===== src/rtl/div_pkg.sv =====
// Shared definitions for the sequential divider.
//   div_state_e : controller states
//   WIDTH_DEF   : default operand/result width
//   DZ_QUOT     : all-ones quotient returned on divide-by-zero (sliced to WIDTH, WIDTH <= 64)
//   clog2()     : width of the iteration counter
package div_pkg;

  localparam int WIDTH_DEF = 32;

  localparam logic [63:0] DZ_QUOT = '1;

  typedef enum logic [2:0] {
    IDLE = 3'd0,
    PREP = 3'd1,
    ITER = 3'd2,
    FIX  = 3'd3,
    DONE = 3'd4
  } div_state_e;

  function automatic int clog2(input int v);
    int r;
    r = 0;
    while ((1 << r) < v) r++;
    return r;
  endfunction

endpackage


===== src/rtl/div_seq_ctrl_if.sv =====
// Request/result bundle between the execute stage and the divider.
// Handshake: the divider accepts a request on any cycle it is idle and
// start==1 (start is a level sampled only while idle, no ready is returned);
// busy is high from the cycle after acceptance until and including the
// done cycle; done is a one-cycle pulse during which Quotient, Remainder
// and dz are valid (they also hold afterwards until the next completion).
//   master : start, uns, S, T out; busy, done, Quotient, Remainder, dz in
//   slave  : the reverse (the divider side)
interface div_seq_ctrl_if
  import div_pkg::*;
#(
  parameter int WIDTH = WIDTH_DEF
);
  logic             start;
  logic             uns;
  logic [WIDTH-1:0] S;
  logic [WIDTH-1:0] T;
  logic             busy;
  logic             done;
  logic [WIDTH-1:0] Quotient;
  logic [WIDTH-1:0] Remainder;
  logic             dz;

  modport master (
    output start, uns, S, T,
    input  busy, done, Quotient, Remainder, dz
  );

  modport slave (
    input  start, uns, S, T,
    output busy, done, Quotient, Remainder, dz
  );
endinterface


===== src/rtl/div_step.sv =====
// One radix-2 restoring division step (purely combinational).
//   rem_in, quo_in : partial remainder and dividend/quotient shift register
//   divisor        : magnitude of the divisor
//   rem_out,quo_out: values after shifting {rem,quo} left one bit and a
//                    trial subtraction; quotient LSB = 1 when no borrow
module div_step
  import div_pkg::*;
#(
  parameter int WIDTH = WIDTH_DEF
) (
  input  logic [WIDTH-1:0] rem_in,
  input  logic [WIDTH-1:0] quo_in,
  input  logic [WIDTH-1:0] divisor,
  output logic [WIDTH-1:0] rem_out,
  output logic [WIDTH-1:0] quo_out
);
  // One extra bit: the shifted remainder can reach 2*divisor-1, and the
  // top bit of the difference is the borrow.
  logic [WIDTH:0] rem_sh;
  logic [WIDTH:0] diff;

  always_comb begin
    rem_sh = {rem_in, quo_in[WIDTH-1]};
    diff   = rem_sh - {1'b0, divisor};
    if (diff[WIDTH]) begin
      rem_out = rem_sh[WIDTH-1:0];
      quo_out = {quo_in[WIDTH-2:0], 1'b0};
    end else begin
      rem_out = diff[WIDTH-1:0];
      quo_out = {quo_in[WIDTH-2:0], 1'b1};
    end
  end
endmodule


===== src/rtl/div_seq_ctrl.sv =====
// Multi-cycle signed/unsigned divider with its own controller.
//   clk, reset : rising-edge clock, synchronous active-low reset
//   bus        : request/result bundle (slave side), see div_seq_ctrl_if
//   dbg_state  : current controller state, for observation only
// Flow: IDLE captures operands, PREP takes magnitudes and signs (or
// short-cuts divide-by-zero to DONE), ITER runs WIDTH restoring steps,
// FIX applies signs and loads the result registers, DONE pulses done.
module div_seq_ctrl
  import div_pkg::*;
#(
  parameter int WIDTH = WIDTH_DEF
) (
  input  logic       clk,
  input  logic       reset,
  div_seq_ctrl_if.slave bus,
  output div_state_e dbg_state
);
  localparam int CW = clog2(WIDTH);

  div_state_e state_q, state_d;

  logic [WIDTH-1:0] s_q, s_d, t_q, t_d;
  logic [WIDTH-1:0] rem_q, rem_d, quo_q, quo_d, div_q, div_d;
  logic [WIDTH-1:0] oq_q, oq_d, or_q, or_d;
  logic             uns_q, uns_d, qneg_q, qneg_d, rneg_q, rneg_d, dz_q, dz_d;
  logic [CW-1:0]    cnt_q, cnt_d;

  logic             s_neg, t_neg;
  logic [WIDTH-1:0] step_rem, step_quo;

  div_step #(.WIDTH(WIDTH)) u_step (
    .rem_in  (rem_q),
    .quo_in  (quo_q),
    .divisor (div_q),
    .rem_out (step_rem),
    .quo_out (step_quo)
  );

  // FSM: state register
  always_ff @(posedge clk) begin
    if (!reset) state_q <= IDLE;
    else        state_q <= state_d;
  end

  // FSM: next state
  always_comb begin
    state_d = state_q;
    case (state_q)
      IDLE:    if (bus.start) state_d = PREP;
      PREP:    state_d = (t_q == '0) ? DONE : ITER;
      ITER:    if (cnt_q == '0) state_d = FIX;
      FIX:     state_d = DONE;
      DONE:    state_d = IDLE;
      default: state_d = IDLE;
    endcase
  end

  // FSM: outputs
  always_comb begin
    bus.busy  = (state_q != IDLE);
    bus.done  = (state_q == DONE);
    dbg_state = state_q;
  end

  assign bus.Quotient  = oq_q;
  assign bus.Remainder = or_q;
  assign bus.dz        = dz_q;

  // Datapath next-state
  always_comb begin
    s_d    = s_q;
    t_d    = t_q;
    uns_d  = uns_q;
    rem_d  = rem_q;
    quo_d  = quo_q;
    div_d  = div_q;
    qneg_d = qneg_q;
    rneg_d = rneg_q;
    cnt_d  = cnt_q;
    oq_d   = oq_q;
    or_d   = or_q;
    dz_d   = dz_q;
    s_neg  = !uns_q && s_q[WIDTH-1];
    t_neg  = !uns_q && t_q[WIDTH-1];
    case (state_q)
      IDLE: begin
        if (bus.start) begin
          s_d   = bus.S;
          t_d   = bus.T;
          uns_d = bus.uns;
        end
      end
      PREP: begin
        rem_d  = '0;
        quo_d  = s_neg ? -s_q : s_q;
        div_d  = t_neg ? -t_q : t_q;
        qneg_d = s_neg ^ t_neg;
        rneg_d = s_neg;
        cnt_d  = CW'(WIDTH - 1);
        if (t_q == '0) begin
          // Divide-by-zero result is published directly; the remainder is
          // the raw captured dividend, not its magnitude.
          oq_d = DZ_QUOT[WIDTH-1:0];
          or_d = s_q;
          dz_d = 1'b1;
        end
      end
      ITER: begin
        rem_d = step_rem;
        quo_d = step_quo;
        cnt_d = cnt_q - CW'(1);
      end
      FIX: begin
        // -MIN/-1 yields a positive 2^(WIDTH-1) magnitude whose bit pattern
        // is already the wrapped quotient, so no special case is needed.
        oq_d = qneg_q ? -quo_q : quo_q;
        or_d = rneg_q ? -rem_q : rem_q;
        dz_d = 1'b0;
      end
      default: ;
    endcase
  end

  always_ff @(posedge clk) begin
    if (!reset) begin
      s_q    <= '0;
      t_q    <= '0;
      uns_q  <= 1'b0;
      rem_q  <= '0;
      quo_q  <= '0;
      div_q  <= '0;
      qneg_q <= 1'b0;
      rneg_q <= 1'b0;
      cnt_q  <= '0;
      oq_q   <= '0;
      or_q   <= '0;
      dz_q   <= 1'b0;
    end else begin
      s_q    <= s_d;
      t_q    <= t_d;
      uns_q  <= uns_d;
      rem_q  <= rem_d;
      quo_q  <= quo_d;
      div_q  <= div_d;
      qneg_q <= qneg_d;
      rneg_q <= rneg_d;
      cnt_q  <= cnt_d;
      oq_q   <= oq_d;
      or_q   <= or_d;
      dz_q   <= dz_d;
    end
  end
endmodule


===== src/flat_wrapper.sv =====
// flat-port wrapper written by rule: the top's interface ports become plain ports
module div_seq_ctrl_flat import div_pkg::*;
#(
  parameter int WIDTH = WIDTH_DEF
)
  (clk, reset, dbg_state, bus_start, bus_uns, bus_S, bus_T, bus_busy, bus_done, bus_Quotient, bus_Remainder, bus_dz);
  div_seq_ctrl_if #(.WIDTH(WIDTH)) bus_i ();
  input  logic clk;
  input  logic reset;
  output div_state_e dbg_state;
  input wire logic [$bits(bus_i.start)-1:0] bus_start;
  input wire logic [$bits(bus_i.uns)-1:0] bus_uns;
  input wire logic [$bits(bus_i.S)-1:0] bus_S;
  input wire logic [$bits(bus_i.T)-1:0] bus_T;
  output wire logic [$bits(bus_i.busy)-1:0] bus_busy;
  output wire logic [$bits(bus_i.done)-1:0] bus_done;
  output wire logic [$bits(bus_i.Quotient)-1:0] bus_Quotient;
  output wire logic [$bits(bus_i.Remainder)-1:0] bus_Remainder;
  output wire logic [$bits(bus_i.dz)-1:0] bus_dz;
  assign bus_i.start = bus_start;
  assign bus_i.uns = bus_uns;
  assign bus_i.S = bus_S;
  assign bus_i.T = bus_T;
  assign bus_busy = bus_i.busy;
  assign bus_done = bus_i.done;
  assign bus_Quotient = bus_i.Quotient;
  assign bus_Remainder = bus_i.Remainder;
  assign bus_dz = bus_i.dz;
  div_seq_ctrl #(.WIDTH(WIDTH)) u_core (.clk(clk), .reset(reset), .bus(bus_i), .dbg_state(dbg_state));
endmodule

===== config.mk =====
export PLATFORM = sky130hd
export DESIGN_NAME = div_seq_ctrl_flat
export DESIGN_NICKNAME = d
export VERILOG_FILES = /design/src/rtl/div_pkg.sv /design/src/rtl/div_seq_ctrl_if.sv /design/src/rtl/div_step.sv /design/src/rtl/div_seq_ctrl.sv /design/src/flat_wrapper.sv
export SDC_FILE = /design/constraint.sdc
export NUM_CORES = 1
export LEC_CHECK = 0
export BUFFER_PORTS_ARGS = -buffer_cell sky130_fd_sc_hd__buf_2
export CORE_ASPECT_RATIO = 0.7
export CORE_MARGIN = 4
export CORE_UTILIZATION = 35
export CTS_CLUSTER_SIZE = 25
export DETAILED_ROUTE_END_ITERATION = 8
export PLACE_DENSITY = 0.59
export SETUP_SLACK_MARGIN = 0.4
export SYNTH_ARGS = -nofsm -noshare
export SYNTH_HDL_FRONTEND = slang
export SYNTH_HIERARCHICAL = 1
export SYNTH_SLANG_ARGS = --single-unit

===== constraint.sdc =====
create_clock -name clk -period 4.5 [get_ports clk]
set_input_delay 0.675 -clock clk [delete_from_list [all_inputs] [get_ports clk]]
set_output_delay 0.675 -clock clk [all_outputs]
set_load 0.1 [all_outputs]

# Word level (Yosys, flattened, before mapping)
# Index checks and enable logic that the tools add are counted.
# classes
eq_ne,7
n_reduce_logical,12
addsub,6
n_mux,19
bitwise,1
# op_table
operator,count
$pmux W32 S2,4
$mux W32,7
$neg A32 Y32,4
$sub A33 B32 Y33,1
$logic_not A32 Y1,1
$pmux W3 S4,1
$pmux W5 S2,1
$mux W3,3
$eq A3 B2 Y1 const B,2
$reduce_and A2 Y1,3
$logic_not A5 Y1,1
$sub A5 B1 Y5 const B,1
$ne A2 B1 Y1 const B,2
$reduce_bool A2 Y1,2
$eq A3 B1 Y1 const B,1
$eq A3 B3 Y1 const B,1
$logic_not A3 Y1,1
$reduce_bool A3 Y1,1
$logic_and A1 B1 Y1,2
$mux W1,2
$ne A2 B2 Y1 const B,1
$pmux W1 S2,1
$logic_not A1 Y1,1
$xor A1 B1 Y1,1
# totals
in_bits,68
regBits,236
output_inout_bits,70
elab_cells,58

# Depth between registers and ports, before layout
# depth
depth_word,4
depth_mapped,17
depth_no_buf,15

# Modules after synthesis
# The synthesis kept the hierarchy.
# by_module_without_submodules
module,area_per_inst_um2,cells_each,instances,seq_area_each_um2
div_seq_ctrl,11410.9,1377,1,4724.5
div_step,2591.2,336,1,0.0

# Least setup slack after synthesis
# No wires, ideal clock.
# synth_timing
kind,register to output
start,register u_core.state_q[2] (netlist: u_core/dbg_state[2])
end,output bus_done
path_buffers,1
arrival_time_ns,3.488
path_slack_ns,0.337
stages_incl_launch_ff,3
cell_sequence,dfxtp_1 clkbuf_1 nor3b_1
# synth_between
elab_chain_len,1
# synth_lines
element,line_no,text
from (decl),div_seq_ctrl.sv:20,"div_state_e state_q, state_d;"
from (signal assigned),div_seq_ctrl.sv:42,else state_q <= state_d;
$eq A3 B3 Y1,div_seq_ctrl.sv:61,bus.done = (state_q == DONE);
to (decl),flat_wrapper.sv:16,output wire logic [$bits(bus_i.done)-1:0] bus_done;
# No other way between the ends.

# Worst setup path after layout
# layout_timing
start,register u_core.quo_q[31]
end,register u_core.rem_q[5]
# layout_between
elab_chain_len,3
# layout_lines
element,line_no,text
from (decl),div_seq_ctrl.sv:23,"logic [WIDTH-1:0] rem_q, rem_d, quo_q, quo_d, div_q, div_d;"
from (signal assigned),div_seq_ctrl.sv:143,quo_q <= quo_d;
$sub A33 B32 Y33,div_step.sv:24,"diff = rem_sh - {1'b0, divisor};"
$mux W32,div_step.sv:25,if (diff[WIDTH]) begin
via u_core.step_rem[5],div_seq_ctrl.sv:29,"logic [WIDTH-1:0] step_rem, step_quo;"
$pmux W32 S2,div_seq_ctrl.sv:85,case (state_q)
to (signal assigned),div_seq_ctrl.sv:142,rem_q <= rem_d;
to (decl),div_seq_ctrl.sv:23,
# The timed path passes the listed nets, and every way through them passes these cells.
# A chain may end at the register's enable or synchronous reset.

==> flow_metrics.env <==
export IMPL_critPathLaunchType="flop"
export IMPL_insertion_delay_ns=0.56
export IMPL_path_clk_slew_ns=0.06
export IMPL_crit_type="flop to flop"
export IMPL_num_io_pins=138
export IMPL_holdPathEnd="u_core/t_q[9]$_SDFFE_PN0P_"
export IMPL_seq_area_sq_mm=0.00472
export IMPL_syn_nets=1819
export IMPL_die_w_microns=247
export IMPL_cts_root_buf="clkbuf_16"
export IMPL_start_util=0.359
export IMPL_synth_seq_area_share=0.337
export IMPL_crit_arrival_ns=4.28
export IMPL_async_flop_share=0
export IMPL_stdcell_count=2282
export IMPL_synth_edff_count=0
export IMPL_nets=1845
export IMPL_overflow=0
export IMPL_rr_worst_depth=15
export IMPL_core_area_sq_mm=0.0390
export IMPL_r2r_end="u_core/rem_q[5]$_SDFFE_PN0P_"
export IMPL_dieArea_sq_mm=0.0433
export IMPL_total_power_w=0.00716
export IMPL_synth_seq_cells=236
export IMPL_max_freq_mhz=258
export IMPL_synth_ff_type="dfxtp_1"
export IMPL_setup_viol=0
export IMPL_drtIter0Drc=1473
export IMPL_h_tree_depth=1
export IMPL_first_pass_iters=5
export IMPL_n_fill_cell=4020
export IMPL_whs_path_depth=3
export IMPL_vias=13000
export IMPL_cellPowerDensity_mw_per_mm2=462
export IMPL_netlist_area_sq_mm=0.0140
export IMPL_synth_warnings=6
export IMPL_setup_ws_ns=0.627
export IMPL_ir_worst_vdd_mv=0.274
export IMPL_hp_class="input pin to flop"
export IMPL_cts_buffer_depth=3
export IMPL_wire_per_inst_microns=20.6
export IMPL_r2r_setup_slack_ns=0.63
export IMPL_status="finished, final reports clean"
export IMPL_worstSetupStartpoint="u_core/quo_q[31]$_SDFFE_PN0P_"
export IMPL_grt_pass1_wl_microns=72600
export IMPL_antenna_found_initial=1
export IMPL_vias_per_cell=5.70
export IMPL_cts_tree="yes"
export IMPL_dp_slack_ns=0.617
export IMPL_dp_hpwl_microns=34700
export IMPL_drc=0
export IMPL_synth_cell_type_count=95
export IMPL_fin_util=0.398
export IMPL_period_needed_ns=3.87
export IMPL_row_count=60
export IMPL_cap_violations=0
export IMPL_grt_max_degree=94
export IMPL_hold_violations=0
export IMPL_grt_pass1_vias=12100
export IMPL_portBuffers=137
export IMPL_ant_nets=0
export IMPL_p_leak_nw=6.15
export IMPL_syn_avg_cell_area_sq_um=8.17
export IMPL_syn2layout_area_growth_pct=10.8
export IMPL_multi_input_area_sq_mm=0.00828
export IMPL_worst_ep_required_time_ns=4.91
export IMPL_reg2reg_from="u_core/quo_q[31]$_SDFFE_PN0P_"
export IMPL_rsz0062_at_grt="false"
export IMPL_relSlewSlack=0.215
export IMPL_crit_path_end_kind="flop"
export IMPL_track_usage=0.211
export IMPL_die_h_microns=175
export IMPL_tightestPinTransition_ns=1.18
export IMPL_hp_start="bus_T[9]"
export IMPL_setup_tns_ns=0
export IMPL_cts_sinks=236
export IMPL_cts_buffers_inserted=26
export IMPL_dp_cells=2237
export IMPL_finClkSkew_ns=0.0180
export IMPL_slew_violations=0
export IMPL_cts_resized=0
export IMPL_hold_buffers=0
export IMPL_final_layout_size_suffix_gt1_frac=0.151
export IMPL_gp_congestion=0.916
export IMPL_routed_wl_microns=47000
export IMPL_period_share=0.861
export IMPL_netlist_instances=1713
export IMPL_crit_fanout=24
-- per-layer routing --
layer / GRT usage / vias up / share of wire
met5: 0.00339 / - / 0
met4: 0.0406 / 0 / 0.019
met3: 0.0653 / 53 / 0.12
met2: 0.268 / 594 / 0.36
met1: 0.340 / 6144 / 0.50
li1: - / 6209 / -
-- what timing repair did --
action	CTS	global route
setup endpoints to repair	0	14
setup buffers	0	1
hold endpoints to repair	0	0
-- registers in the layout, summed over array words and instances, names as in the netlist --
name and count:
u_core/bus.Quotient 32, u_core/bus.Remainder 32, u_core/bus.dz 1, u_core/cnt_q 5
u_core/dbg_state 3, u_core/div_q 32, u_core/qneg_q 1, u_core/quo_q 32
u_core/rem_q 32, u_core/rneg_q 1, u_core/s_q 32, u_core/t_q 32
u_core/uns_q 1
-- critical path, stage by stage, from the launching register on --
cell	delay, ns
dfxtp_1	0.43
inv_1	0.07
ha_1	0.23
fa_1	0.41
and2b_1	0.25
o2111ai_2	0.13
a21oi_2	0.25
o2111ai_1	0.21
a211oi_2	0.36
nor2_4	0.11
mux2i_4	0.22
and2_4	0.22
inv_8	0.23
mux2_2	0.37
a22oi_1	0.17
nor2_1	0.07
-- per-stage QoR --
step	hold WS, ns	cell area, sq um
3_3_place_gp	0.454	14700
4_1_cts	0.355	15500
5_1_grt	0.358	15500
6_report	0.369	15500
3_5_place_dp	0.463	14700
2_1_floorplan	0.440	14000
-- cell type report --
cell class	count	area share
multi-input combinational	1265	0.534
sequential	236	0.305
timing repair buffer	157	0.0540
clock buffer	40	0.0498
tap	527	0.0425
inverter	53	0.0133
clock inverter	3	0.00169
antenna	1	0.000161
-- worst max path at each step --
stage                                    endpoint  slack [ns]  cells after the start
floorplan           u_core/rem_q[10]$_SDFFE_PN0P_        1.02                     17
global placement     u_core/rem_q[3]$_SDFFE_PN0P_        0.73                     15
detailed placement   u_core/rem_q[5]$_SDFFE_PN0P_        0.62                     15
CTS                  u_core/rem_q[5]$_SDFFE_PN0P_        0.59                     15
global route         u_core/rem_q[4]$_SDFFE_PN0P_        0.46                     15
finish               u_core/rem_q[5]$_SDFFE_PN0P_        0.63                     15
-- cells by family (layout without fill, tap and decap cells) --
kind of cell             count (synthesis)  count (layout)  synth area share
AO/OA/AOI/OAI                          533             533             0.260
AND/OR/NAND/NOR                        528             528             0.181
flip-flops                             236             236             0.337
buffers and inverters                  212             253            0.0728
XOR/XNOR                               138             138            0.0863
adder cells (fa/ha/maj)                 38              38            0.0345
multiplexers                            28              28            0.0281
other                                    0               1                 0
-- report_power, final --
group	internal, W	switching [W]
Clock	0.00117	0.000874
Sequential	0.00223	0.000219
Combinational	0.00104	0.00163
Total	0.00444	0.00272
-- cells in the final DEF, fill, tap and decap left out, types with 19 or more instances in the layout --
cell       netlist  layout
dfxtp_1        236     236
nor2_1         104     103
o31ai_1         52      52
buf_4           34      21
buf_2            9     136
xnor2_1         68      68
o21ai_0         91      91
clkbuf_16        0      26
o22ai_1         25      25
a21oi_1         94      94
nand3_1         33      33
nand2_1        211     211
mux2_4          19      19
ha_1            37      37
a211oi_1        27      27
a22oi_1         60      60
nor3_1          44      42
xor2_1          70      70
a21boi_0        69      69
inv_1           50      50
-- synth_stat cells, types with 4 or more instances --
cell type / n / area share
xor2_1: 70 / 0.044
o221ai_1: 10 / 0.0063
clkbuf_1: 93 / 0.025
nand4_1: 10 / 0.0045
buf_4: 34 / 0.018
and2_1: 6 / 0.0027
mux2_4: 19 / 0.020
a21o_1: 18 / 0.0097
nor3b_1: 5 / 0.0027
mux2_2: 5 / 0.0040
a21oi_1: 94 / 0.034
a22oi_1: 60 / 0.032
a211oi_1: 27 / 0.014
o2111ai_1: 5 / 0.0031
o31ai_1: 52 / 0.028
nor2_1: 104 / 0.028
dfxtp_1: 236 / 0.34
o41ai_1: 14 / 0.0088
and3_1: 7 / 0.0031
nor2b_1: 15 / 0.0067
or4_1: 18 / 0.0097
a31oi_1: 16 / 0.0071
inv_1: 50 / 0.013
nand2_1: 211 / 0.057
buf_1: 16 / 0.0043
o21bai_1: 4 / 0.0021
ha_1: 37 / 0.033
nor3_1: 44 / 0.016
o22ai_1: 25 / 0.011
o21ai_0: 91 / 0.033
nand2b_1: 9 / 0.0040
o21a_1: 7 / 0.0038
buf_2: 9 / 0.0032
or2_2: 7 / 0.0031
xnor2_1: 68 / 0.043
a21boi_0: 69 / 0.037
a311oi_1: 4 / 0.0025
or3_1: 19 / 0.0085
nand3_1: 33 / 0.012
nor4_1: 15 / 0.0067
(Power assumes the default switching activity.)
